[src/rtl/alu_seq_unit_if.sv]
// Start/Busy/Done handshake and operand/result bus of the sequential ALU.
// master = control unit side, slave = ALU side.
interface alu_seq_unit_if;
    logic        Start;
    logic [3:0]  ALUOp;
    logic [15:0] A;
    logic [15:0] B;
    logic        Busy;
    logic        Done;
    logic [15:0] Result;
    logic [15:0] ResultHi;
    logic        Zero;
    logic        Carry;
    logic        Overflow;

    modport master (
        output Start, ALUOp, A, B,
        input  Busy, Done, Result, ResultHi, Zero, Carry, Overflow
    );

    modport slave (
        input  Start, ALUOp, A, B,
        output Busy, Done, Result, ResultHi, Zero, Carry, Overflow
    );
endinterface

[src/rtl/alu_seq_unit.sv]
// Sequential 16-bit ALU: single-cycle logic/arithmetic, 16-step shift-add MUL,
// and 16-step restoring DIVU when ALU_SEQ_DIV_EN is defined.
module alu_seq_unit (
    input  logic          CLK,
    input  logic          Reset_n,
    alu_seq_unit_if.slave bus
);

    localparam logic [3:0] OP_ADD  = 4'b0000;
    localparam logic [3:0] OP_SUB  = 4'b0001;
    localparam logic [3:0] OP_AND  = 4'b0010;
    localparam logic [3:0] OP_OR   = 4'b0011;
    localparam logic [3:0] OP_XOR  = 4'b0100;
    localparam logic [3:0] OP_SLL  = 4'b0101;
    localparam logic [3:0] OP_SRL  = 4'b0110;
    localparam logic [3:0] OP_SRA  = 4'b0111;
    localparam logic [3:0] OP_SLT  = 4'b1000;
    localparam logic [3:0] OP_MUL  = 4'b1001;
`ifdef ALU_SEQ_DIV_EN
    localparam logic [3:0] OP_DIVU = 4'b1010;
`endif

    typedef enum logic [1:0] {
        ST_IDLE,
`ifdef ALU_SEQ_DIV_EN
        ST_DIV,
`endif
        ST_MUL
    } state_e;

    state_e      state_q, state_d;
    logic [3:0]  cnt_q, cnt_d;
    logic [31:0] acc_q, acc_d;       // {partial high / remainder, multiplier / dividend}
    logic [15:0] opd_q, opd_d;       // multiplicand or divisor
    logic [15:0] result_q, result_d;
    logic [15:0] result_hi_q, result_hi_d;
    logic        carry_q, carry_d;
    logic        ovf_q, ovf_d;
    logic        done_q, done_d;

    // Single-cycle operation results.
    logic [15:0] sc_res;
    logic        sc_carry;
    logic        sc_ovf;
    logic [16:0] add_sum;
    logic [16:0] sub_diff;

    always_comb begin
        // NOTE: every output of a combinational block gets a default first so no latch is inferred.
        sc_res   = 16'h0000;
        sc_carry = 1'b0;
        sc_ovf   = 1'b0;
        add_sum  = {1'b0, bus.A} + {1'b0, bus.B};
        sub_diff = {1'b0, bus.A} - {1'b0, bus.B};
        case (bus.ALUOp)
            OP_ADD: begin
                sc_res   = add_sum[15:0];
                sc_carry = add_sum[16];
                sc_ovf   = (bus.A[15] == bus.B[15]) && (add_sum[15] != bus.A[15]);
            end
            OP_SUB: begin
                sc_res   = sub_diff[15:0];
                sc_carry = ~sub_diff[16];
                sc_ovf   = (bus.A[15] != bus.B[15]) && (sub_diff[15] != bus.A[15]);
            end
            OP_AND:  sc_res = bus.A & bus.B;
            OP_OR:   sc_res = bus.A | bus.B;
            OP_XOR:  sc_res = bus.A ^ bus.B;
            OP_SLL:  sc_res = bus.A << bus.B[3:0];
            OP_SRL:  sc_res = bus.A >> bus.B[3:0];
            OP_SRA:  sc_res = $unsigned($signed(bus.A) >>> bus.B[3:0]);
            OP_SLT:  sc_res = {15'h0000, $signed(bus.A) < $signed(bus.B)};
            default: sc_res = 16'h0000;
        endcase
    end

    // One shift-add step: conditional add into the high half, then shift right with carry.
    logic [16:0] mul_sum;
    logic [31:0] mul_step;
    assign mul_sum  = {1'b0, acc_q[31:16]} + (acc_q[0] ? {1'b0, opd_q} : 17'd0);
    assign mul_step = {mul_sum, acc_q[15:1]};

`ifdef ALU_SEQ_DIV_EN
    // One restoring step: shift next dividend bit into the remainder, subtract if it fits.
    logic [16:0] div_shift;
    logic [16:0] div_diff;
    logic        div_fits;
    logic [31:0] div_step;
    assign div_shift = {acc_q[31:16], acc_q[15]};
    assign div_diff  = div_shift - {1'b0, opd_q};
    assign div_fits  = div_shift >= {1'b0, opd_q};
    assign div_step  = div_fits ? {div_diff[15:0], acc_q[14:0], 1'b1}
                                : {div_shift[15:0], acc_q[14:0], 1'b0};
`endif

    always_comb begin
        state_d     = state_q;
        cnt_d       = cnt_q;
        acc_d       = acc_q;
        opd_d       = opd_q;
        result_d    = result_q;
        result_hi_d = result_hi_q;
        carry_d     = carry_q;
        ovf_d       = ovf_q;
        done_d      = 1'b0;
        case (state_q)
            ST_IDLE: begin
                if (bus.Start) begin
                    if (bus.ALUOp == OP_MUL) begin
                        state_d = ST_MUL;
                        cnt_d   = 4'd0;
                        acc_d   = {16'h0000, bus.B};
                        opd_d   = bus.A;
                    end
`ifdef ALU_SEQ_DIV_EN
                    else if (bus.ALUOp == OP_DIVU) begin
                        if (bus.B == 16'h0000) begin
                            result_d    = 16'hFFFF;
                            result_hi_d = bus.A;
                            carry_d     = 1'b0;
                            ovf_d       = 1'b1;
                            done_d      = 1'b1;
                        end else begin
                            state_d = ST_DIV;
                            cnt_d   = 4'd0;
                            acc_d   = {16'h0000, bus.A};
                            opd_d   = bus.B;
                        end
                    end
`endif
                    else begin
                        result_d    = sc_res;
                        result_hi_d = 16'h0000;
                        carry_d     = sc_carry;
                        ovf_d       = sc_ovf;
                        done_d      = 1'b1;
                    end
                end
            end
            ST_MUL: begin
                acc_d = mul_step;
                cnt_d = cnt_q + 4'd1;
                if (cnt_q == 4'd15) begin
                    state_d     = ST_IDLE;
                    result_d    = mul_step[15:0];
                    result_hi_d = mul_step[31:16];
                    carry_d     = |mul_step[31:16];
                    ovf_d       = 1'b0;
                    done_d      = 1'b1;
                end
            end
`ifdef ALU_SEQ_DIV_EN
            ST_DIV: begin
                acc_d = div_step;
                cnt_d = cnt_q + 4'd1;
                if (cnt_q == 4'd15) begin
                    state_d     = ST_IDLE;
                    result_d    = div_step[15:0];
                    result_hi_d = div_step[31:16];
                    carry_d     = 1'b0;
                    ovf_d       = 1'b0;
                    done_d      = 1'b1;
                end
            end
`endif
            default: state_d = ST_IDLE;
        endcase
    end

    always_ff @(posedge CLK or negedge Reset_n) begin
        if (!Reset_n) begin
            state_q     <= ST_IDLE;
            cnt_q       <= 4'd0;
            acc_q       <= 32'h0000_0000;
            opd_q       <= 16'h0000;
            result_q    <= 16'h0000;
            result_hi_q <= 16'h0000;
            carry_q     <= 1'b0;
            ovf_q       <= 1'b0;
            done_q      <= 1'b0;
        end else begin
            // NOTE: non-blocking assignments so every flop samples pre-edge values.
            state_q     <= state_d;
            cnt_q       <= cnt_d;
            acc_q       <= acc_d;
            opd_q       <= opd_d;
            result_q    <= result_d;
            result_hi_q <= result_hi_d;
            carry_q     <= carry_d;
            ovf_q       <= ovf_d;
            done_q      <= done_d;
        end
    end

    assign bus.Busy     = (state_q != ST_IDLE);
    assign bus.Done     = done_q;
    assign bus.Result   = result_q;
    assign bus.ResultHi = result_hi_q;
    assign bus.Zero     = (result_q == 16'h0000);
    assign bus.Carry    = carry_q;
    assign bus.Overflow = ovf_q;

endmodule
[src/flat_wrapper.sv]
// flat-port wrapper written by rule: the top's interface ports become plain ports
module alu_seq_unit_flat 
  (CLK, Reset_n, bus_Start, bus_ALUOp, bus_A, bus_B, bus_Busy, bus_Done, bus_Result, bus_ResultHi, bus_Zero, bus_Carry, bus_Overflow);
  alu_seq_unit_if bus_i ();
  input  logic CLK;
  input  logic Reset_n;
  input wire logic [$bits(bus_i.Start)-1:0] bus_Start;
  input wire logic [$bits(bus_i.ALUOp)-1:0] bus_ALUOp;
  input wire logic [$bits(bus_i.A)-1:0] bus_A;
  input wire logic [$bits(bus_i.B)-1:0] bus_B;
  output wire logic [$bits(bus_i.Busy)-1:0] bus_Busy;
  output wire logic [$bits(bus_i.Done)-1:0] bus_Done;
  output wire logic [$bits(bus_i.Result)-1:0] bus_Result;
  output wire logic [$bits(bus_i.ResultHi)-1:0] bus_ResultHi;
  output wire logic [$bits(bus_i.Zero)-1:0] bus_Zero;
  output wire logic [$bits(bus_i.Carry)-1:0] bus_Carry;
  output wire logic [$bits(bus_i.Overflow)-1:0] bus_Overflow;
  assign bus_i.Start = bus_Start;
  assign bus_i.ALUOp = bus_ALUOp;
  assign bus_i.A = bus_A;
  assign bus_i.B = bus_B;
  assign bus_Busy = bus_i.Busy;
  assign bus_Done = bus_i.Done;
  assign bus_Result = bus_i.Result;
  assign bus_ResultHi = bus_i.ResultHi;
  assign bus_Zero = bus_i.Zero;
  assign bus_Carry = bus_i.Carry;
  assign bus_Overflow = bus_i.Overflow;
  alu_seq_unit u_core (.CLK(CLK), .Reset_n(Reset_n), .bus(bus_i));
endmodule
[config.mk]
export PLATFORM = sky130hd
export DESIGN_NAME = alu_seq_unit_flat
export DESIGN_NICKNAME = d
export VERILOG_FILES = /design/src/rtl/alu_seq_unit_if.sv /design/src/rtl/alu_seq_unit.sv /design/src/flat_wrapper.sv
export SDC_FILE = /design/constraint.sdc
export NUM_CORES = 1
export LEC_CHECK = 0
export ABC_AREA = 1
export ABC_CLOCK_PERIOD_IN_PS = 2730
export BUFFER_PORTS_ARGS = -buffer_cell sky130_fd_sc_hd__buf_4
export CORE_MARGIN = 1
export CORE_UTILIZATION = 40
export CTS_BUF_LIST = sky130_fd_sc_hd__clkbuf_8
export DETAILED_ROUTE_END_ITERATION = 10
export PLACE_DENSITY = 0.55
export SYNTH_ARGS = -nofsm -noshare
export SYNTH_HDL_FRONTEND = slang
export SYNTH_SLANG_ARGS = --single-unit
[constraint.sdc]
create_clock -name CLK -period 2.73 [get_ports CLK]
set_clock_uncertainty 0.15 [all_clocks]
set_input_delay 0.273 -clock CLK [delete_from_list [all_inputs] [get_ports CLK]]
set_output_delay 0.273 -clock CLK [all_outputs]
set_load 0.03 [all_outputs]
==> results of run 1 <==
==> worst max-delay path: cells and delay by family (launching register included) <==
| kind | cells | cell delay (ns) |
|---|---|---|
| adders and majority gates | 2 | 0.63 |
| buffers and inverters | 3 | 0.21 |
| and+or+nand+nor | 12 | 1.07 |
| DFF | 1 | 0.37 |
==> worst max path at each step <==
| stage | slack (ns) | cells after the start | to | startpoint |
|---|---|---|---|---|
| 2_1_floorplan | 0.35 | 18 | u_core.bus.Carry$_DFFE_PN0P_ | u_core.acc_q[0]$_DFFE_PN0P_ |
| 3_3_place_gp | 0.13 | 17 | u_core.bus.Carry$_DFFE_PN0P_ | u_core.acc_q[0]$_DFFE_PN0P_ |
| 3_5_place_dp | 0.11 | 17 | u_core.bus.Carry$_DFFE_PN0P_ | u_core.acc_q[0]$_DFFE_PN0P_ |
| 4_1_cts | 0.09 | 17 | u_core.bus.Carry$_DFFE_PN0P_ | u_core.acc_q[0]$_DFFE_PN0P_ |
| 5_1_grt | 0.01 | 17 | u_core.bus.Carry$_DFFE_PN0P_ | u_core.opd_q[0]$_DFFE_PN0P_ |
| 6_report | 0.18 | 17 | u_core.bus.Carry$_DFFE_PN0P_ | u_core.opd_q[0]$_DFFE_PN0P_ |
==> layer usage <==
| metal | vias up | part of all wire |
|---|---|---|
| met1 | 4737 | 0.42 |
| met4 | 0 | 0.051 |
| met3 | 77 | 0.060 |
| met2 | 370 | 0.47 |
| li1 | 5080 | - |
| met5 | - | 0 |
==> stage by stage <==
stage,util,hold WS [ns]
5_1_grt,0.478,0.0521
6_report,0.478,0.0336
3_3_place_gp,0.468,0.168
3_5_place_dp,0.468,0.172
4_1_cts,0.477,0.0242
2_1_floorplan,-,-0.173
==> flip-flops by register name (all words and copies together) (netlist names) <==
register,count
u_core.bus.Result,16
u_core.bus.ResultHi,16
u_core.bus.Done,1
u_core.cnt_q,4
u_core.opd_q,16
u_core.bus.Carry,1
u_core.bus.Overflow,1
u_core.state_q,1
u_core.acc_q,32
==> cell families after synthesis <==
| group | after synthesis | synth area share |
|---|---|---|
| adder cells (fa/ha/maj) | 72 | 0.102 |
| buffers and inverters | 246 | 0.107 |
| AO/OA/AOI/OAI | 194 | 0.118 |
| XOR/XNOR | 6 | 0.00579 |
| flip-flops | 88 | 0.242 |
| AND/OR/NAND/NOR | 906 | 0.425 |
==> cell usage in the layout, fill, tap and decap left out, drive strengths merged, types with 9 or more instances in the layout <==
cell type  Yosys  final
nand2        534    534
nand3        193    193
inv          185    190
buf           35    147
nor2         123    123
dfrtp         88     88
a21oi         81     81
ha            69     69
o21ai         69     69
nand4         26     26
o211ai        20     20
nor3          10     10
o22ai         10     10
clkbuf        24      9
==> power groups by stage <==
stage                     sequential, W  combinational, W  clock [W]
after global placement          0.00223           0.00368          0
after floorplan                 0.00254           0.00192          0
after detailed placement        0.00223           0.00368          0
final                           0.00222           0.00371   0.000976
after global routing            0.00228           0.00407    0.00103
after CTS                       0.00222           0.00369   0.000983
==> cells in the mapped netlist, types with 9 or more instances <==
library cell,instances,area share
a21oi_1,81,0.045
buf_2,31,0.017
nor2_1,113,0.047
dfrtp_1,88,0.24
clkbuf_1,24,0.0099
nor3_1,10,0.0055
nand2_1,530,0.22
o22ai_1,10,0.0069
inv_2,9,0.0037
nand3_1,190,0.10
o21ai_0,63,0.035
ha_1,69,0.095
inv_1,176,0.073
nand4_1,26,0.018
o211ai_1,20,0.017
==> timing repair <==
action,CTS,global route
resized for setup,0,6
hold buffers,1,0
hold endpoints to repair,42,0
setup endpoints to repair,0,1
==> final cells by class <==
class	count	area, um2	area share
clock inverters	7	70.1	0.00666
repair buffers	148	1140	0.108
well taps	280	350	0.0333
flip-flops and latches	88	2200	0.209
inverters	187	702	0.0667
multi-input cells	1178	5930	0.564
clock buffers	9	124	0.0118
==> flow_summary.ini, run 1 <==
[logic_synthesis]
ys_ff_latch = 88
ys_dominant_reg_cell = dfrtp_1
syn_area_mm2 = 0.00908
syn_nets = 1623
syn_area_per_cell_um2 = 6.01
ys_seq_area_frac = 0.242
synth-edff-count = 0
yosysWarningCount = 0
synthCells = 1512
ys_async_sr_fraction = 1.00
ys_types = 42

[routing]
drt_pre_antenna_iters = 10
final_antenna_net_count = 0
drcViolationCount = 2
post_drt_wl_per_cell_um = 19.5
drt_iter0_drc = 737
route.vias.total = 10300
vias_per_cell = 5.41
wirelength_um = 37000

[global_route]
grtUsageTotal = 0.319
grt_pass1_vias = 9800
antenna_found_initial = 0
grt_overflow = 0
grt.busiest_layer = met2
use_met2 = 0.534
grt_use_met1 = 0.406
grt_first_pass_wirelength_um = 56400
grt_use_met3 = 0.0307
grt_max_degree = 51

[timing]
finalSetupViolCount = 0
min_period_ns = 2.55
drv_slew = 0
period_share = 0.934
rsz0062_at_grt = false
layout_setup_ws_ns = 0.179
setup_tns_ns = 0
hold_violations = 0
fmax_ghz = 0.392
slew_headroom = 0.609
worst_pin_slew_ns = 0.587

[clocking]
postCtsSetupRepairBufs = 0
clock_latency_ns = 0.41
cts_buffers = 9
ctsLongestPathBuffers = 2
cts.clk_slew.worst_paths_ns = 0.13
clkSinkCount = 88
tritoncts = built
cts_root_buffer = clkbuf_8
cts_max_level = 3

[placed_design]
placed_cell_area_mm2 = 0.0103
portBuffers = 75
place_hpwl_um = 30000
dp_cells = 1880
place_ws_ns = 0.109
gp_routability_congestion = 0.996

[pwr]
seqPwrFrac = 0.322
pwr-share-comb = 0.537
power.density_mw_per_mm2 = 657
p_sw_frac = 0.505
clkPwrFrac = 0.141
power_w = 0.00691
power_switching_w = 0.00349
intPower_w = 0.00342
p_leak_nw = 5.79
ir_worst_vdd_mv = 0.288

[critical_path]
cp_max_fo = 3
reg2reg_slack_ns = 0.18
r2r_start = u_core.opd_q[0]$_DFFE_PN0P_
start_kind = flop
crit_top_cell = nand2_1
arrival_ns = 2.69
worstPathRequired_ns = 2.87
critPathMaxStageDelay_ns = 0.43
cp_cell_sequence = nand2_1 -> inv_1 -> ha_2 -> inv_1 -> fa_1 -> inv_2 -> nand3_1 -> nand2_2 -> nand3_1 -> nand3_2 -> nand2_1 -> nand2_1 -> nand2_1 -> nor2_1 -> nand4_1 -> nand2_1 -> nand2_1
reg2regPathDepth = 17
cp-end-kind = flop
crit_type = flop to flop
r2r-end = u_core.bus.Carry$_DFFE_PN0P_
cp_slowest_cell = fa_1

[outcome]
status = finished, violations left
violations = design-rule violations

[finish]
design_area_mm2 = 0.0105
num-fill-cells = 2405
layout-drive-gt1-share = 0.122
antennaDiodeCount = 0
finalNetCount = 1723
syn_to_final_growth_pct = 15.8
final_cells = 1897

[floorplan]
io_pins = 76
row_count = 54
die_y_um = 153
die-area_mm2 = 0.0233
die_w_um = 153
start_util = 0.412
core_mm2 = 0.0220

[run]
maxCapViolCount = 0

[hold_path]
min-delay-start = bus_A[7]
holdCritPathClass = input pin to flop
min_to = u_core.opd_q[7]$_DFFE_PN0P_
hold_depth = 3
Note: power is estimated with default switching activity, not from simulation.
==> run 2: changes to the inputs <==
--- a/config.mk
+++ b/config.mk
@@ -6,12 +6,12 @@
 export NUM_CORES = 1
 export LEC_CHECK = 0
 export ABC_AREA = 1
-export ABC_CLOCK_PERIOD_IN_PS = 2730
 export BUFFER_PORTS_ARGS = -buffer_cell sky130_fd_sc_hd__buf_4
 export CORE_MARGIN = 1
 export CORE_UTILIZATION = 40
 export CTS_BUF_LIST = sky130_fd_sc_hd__clkbuf_8
 export DETAILED_ROUTE_END_ITERATION = 10
+export MAX_ROUTING_LAYER = met4
 export PLACE_DENSITY = 0.55
 export SYNTH_ARGS = -nofsm -noshare
 export SYNTH_HDL_FRONTEND = slang
==> flow_summary.ini, run 2 (synthesis results as in run 1) <==
[floorplan]
die_w_um = 153
die_y_um = 153
io_pins = 76
core_mm2 = 0.0220
die-area_mm2 = 0.0233
start_util = 0.412
row_count = 54

[timing]
finalSetupViolCount = 0
period_share = 0.920
fmax_ghz = 0.398
hold_violations = 0
slew_headroom = 0.674
worst_pin_slew_ns = 0.489
drv_slew = 0
rsz0062_at_grt = false
setup_tns_ns = 0
min_period_ns = 2.51

[placed_design]
dp_cells = 1879
place_hpwl_um = 30200
gp_routability_congestion = 0.989
portBuffers = 75
placed_cell_area_mm2 = 0.0103

[global_route]
grtUsageTotal = 0.334
grt_pass1_vias = 9743
grt_max_degree = 49
grt_first_pass_wirelength_um = 57200
grt_overflow = 0
antenna_found_initial = 0

[clocking]
cts_max_level = 3
cts.clk_slew.worst_paths_ns = 0.11
cts_root_buffer = clkbuf_8
cts_buffers = 9
clkSinkCount = 88
ctsLongestPathBuffers = 2
tritoncts = built
clock_latency_ns = 0.39

[critical_path]
crit_type = flop to flop
cp-end-kind = flop
cp_cell_sequence = buf_4 -> nand2_1 -> inv_1 -> ha_1 -> nand2_1 -> nand2_1 -> inv_1 -> nand2_1 -> nand2_1 -> nand2_1 -> xor2_1 -> nand3_1 -> nor2_2 -> nand4_1 -> nand2_1 -> nand2_1
critPathMaxStageDelay_ns = 0.41
r2r_start = u_core.acc_q[0]$_DFFE_PN0P_
start_kind = flop
cp_slowest_cell = dfrtp_1
worstPathRequired_ns = 2.87
crit_top_cell = nand2_1
arrival_ns = 2.65
cp-startpoint = u_core.acc_q[0]$_DFFE_PN0P_
cp_max_fo = 10

[finish]
largest_register_ff_count = 32
largest-register = u_core.acc_q
antennaDiodeCount = 0
design_area_mm2 = 0.0105
syn_to_final_growth_pct = 15.9
final_cells = 1896
final_common_cell = nand2_1
layout_common_cells = nand2_1 (529), nand3_1 (190), inv_1 (176)
finalNetCount = 1722
finish.utilization = 0.478
layout-drive-gt1-share = 0.121
num-fill-cells = 2421

[pwr]
ir_worst_vdd_mv = 0.301
power.density_mw_per_mm2 = 657
p_leak_nw = 5.79

[outcome]
violations = design-rule violations
status = finished, violations left

[routing]
drcViolationCount = 1
vias_per_cell = 5.44
post_drt_wl_per_cell_um = 19.7
drt_pre_antenna_iters = 11
drt_iter0_drc = 927
wirelength_um = 37400
route.vias.total = 10300
final_antenna_net_count = 0

[hold_path]
holdCritPathClass = input pin to flop
min-delay-start = bus_A[6]

[run]
maxCapViolCount = 0
==> run 2: cell types whose count changed in the layout (fill, tap and decap cells not counted), sizes merged <==
cell,previous run,this run
clkinv,3,5
inv,190,188
buf,147,146
==> run 2: timing repair <==
action / 4_1_cts / 5_1_grt
setup buffers: 0 / 0
hold buffers: 1 / 0
endpoints found under the setup margin: 0 / 1
resized for setup: 0 / 4
hold endpoints to repair: 36 / 0
==> run 2: where the power goes <==
group	internal, W	switching, W
clock	0.000361	0.000597
combinational	0.00125	0.00246
sequential	0.00180	0.000430
total	0.00342	0.00349
==> run 2: cell type report <==
class	instances	area (um2)	area share
multi-input cells	1178	5930	0.563
flip-flops and latches	88	2200	0.209
repair buffers	147	1140	0.109
inverters	187	702	0.0667
well taps	280	350	0.0333
clock buffers	9	124	0.0118
clock inverters	7	75.1	0.00713
==> run 2: final timing paths <==
kind	endpoint	slack, ns	cells after the start
setup / recovery	u_core.bus.Carry$_DFFE_PN0P_	0.22	16
setup reg to reg	u_core.bus.Carry$_DFFE_PN0P_	0.22	16
min in group asynchronous	u_core.bus.ResultHi[3]$_DFFE_PN0P_	0.23	2
hold / removal	u_core.opd_q[6]$_DFFE_PN0P_	0.05	3
hold reg to reg	u_core.bus.ResultHi[9]$_DFFE_PN0P_	0.35	2
max in group asynchronous	u_core.state_q[0]$_DFFE_PN0P_	1.55	3
==> run 2: worst max-delay path, delay by kind of cell, from the launching register on <==
kind	cells	cell delay, ns
xor gates and xnor gates	1	0.18
adders and majority gates	1	0.39
buffers and inverters	3	0.27
DFF	1	0.41
and+or+nand+nor	11	1.00
==> run 2: routing by layer <==
layer	up-vias	share of wire	track usage
met5	-	0	-
met4	0	0.055	0.177
met3	94	0.057	0.0347
met2	426	0.46	0.532
met1	4715	0.43	0.418
li1	5073	-	-
==> run 2: through the flow <==
step	worst slack, ns	total power, W	hold WS, ns
finish	0.219	0.00691	0.0500
global route	0.00193	0.00741	0.0747
CTS	0.134	0.00692	0.0347
detailed placement	0.150	0.00594	0.135
global placement	0.130	0.00593	0.125
floorplan	0.354	0.00447	-0.173
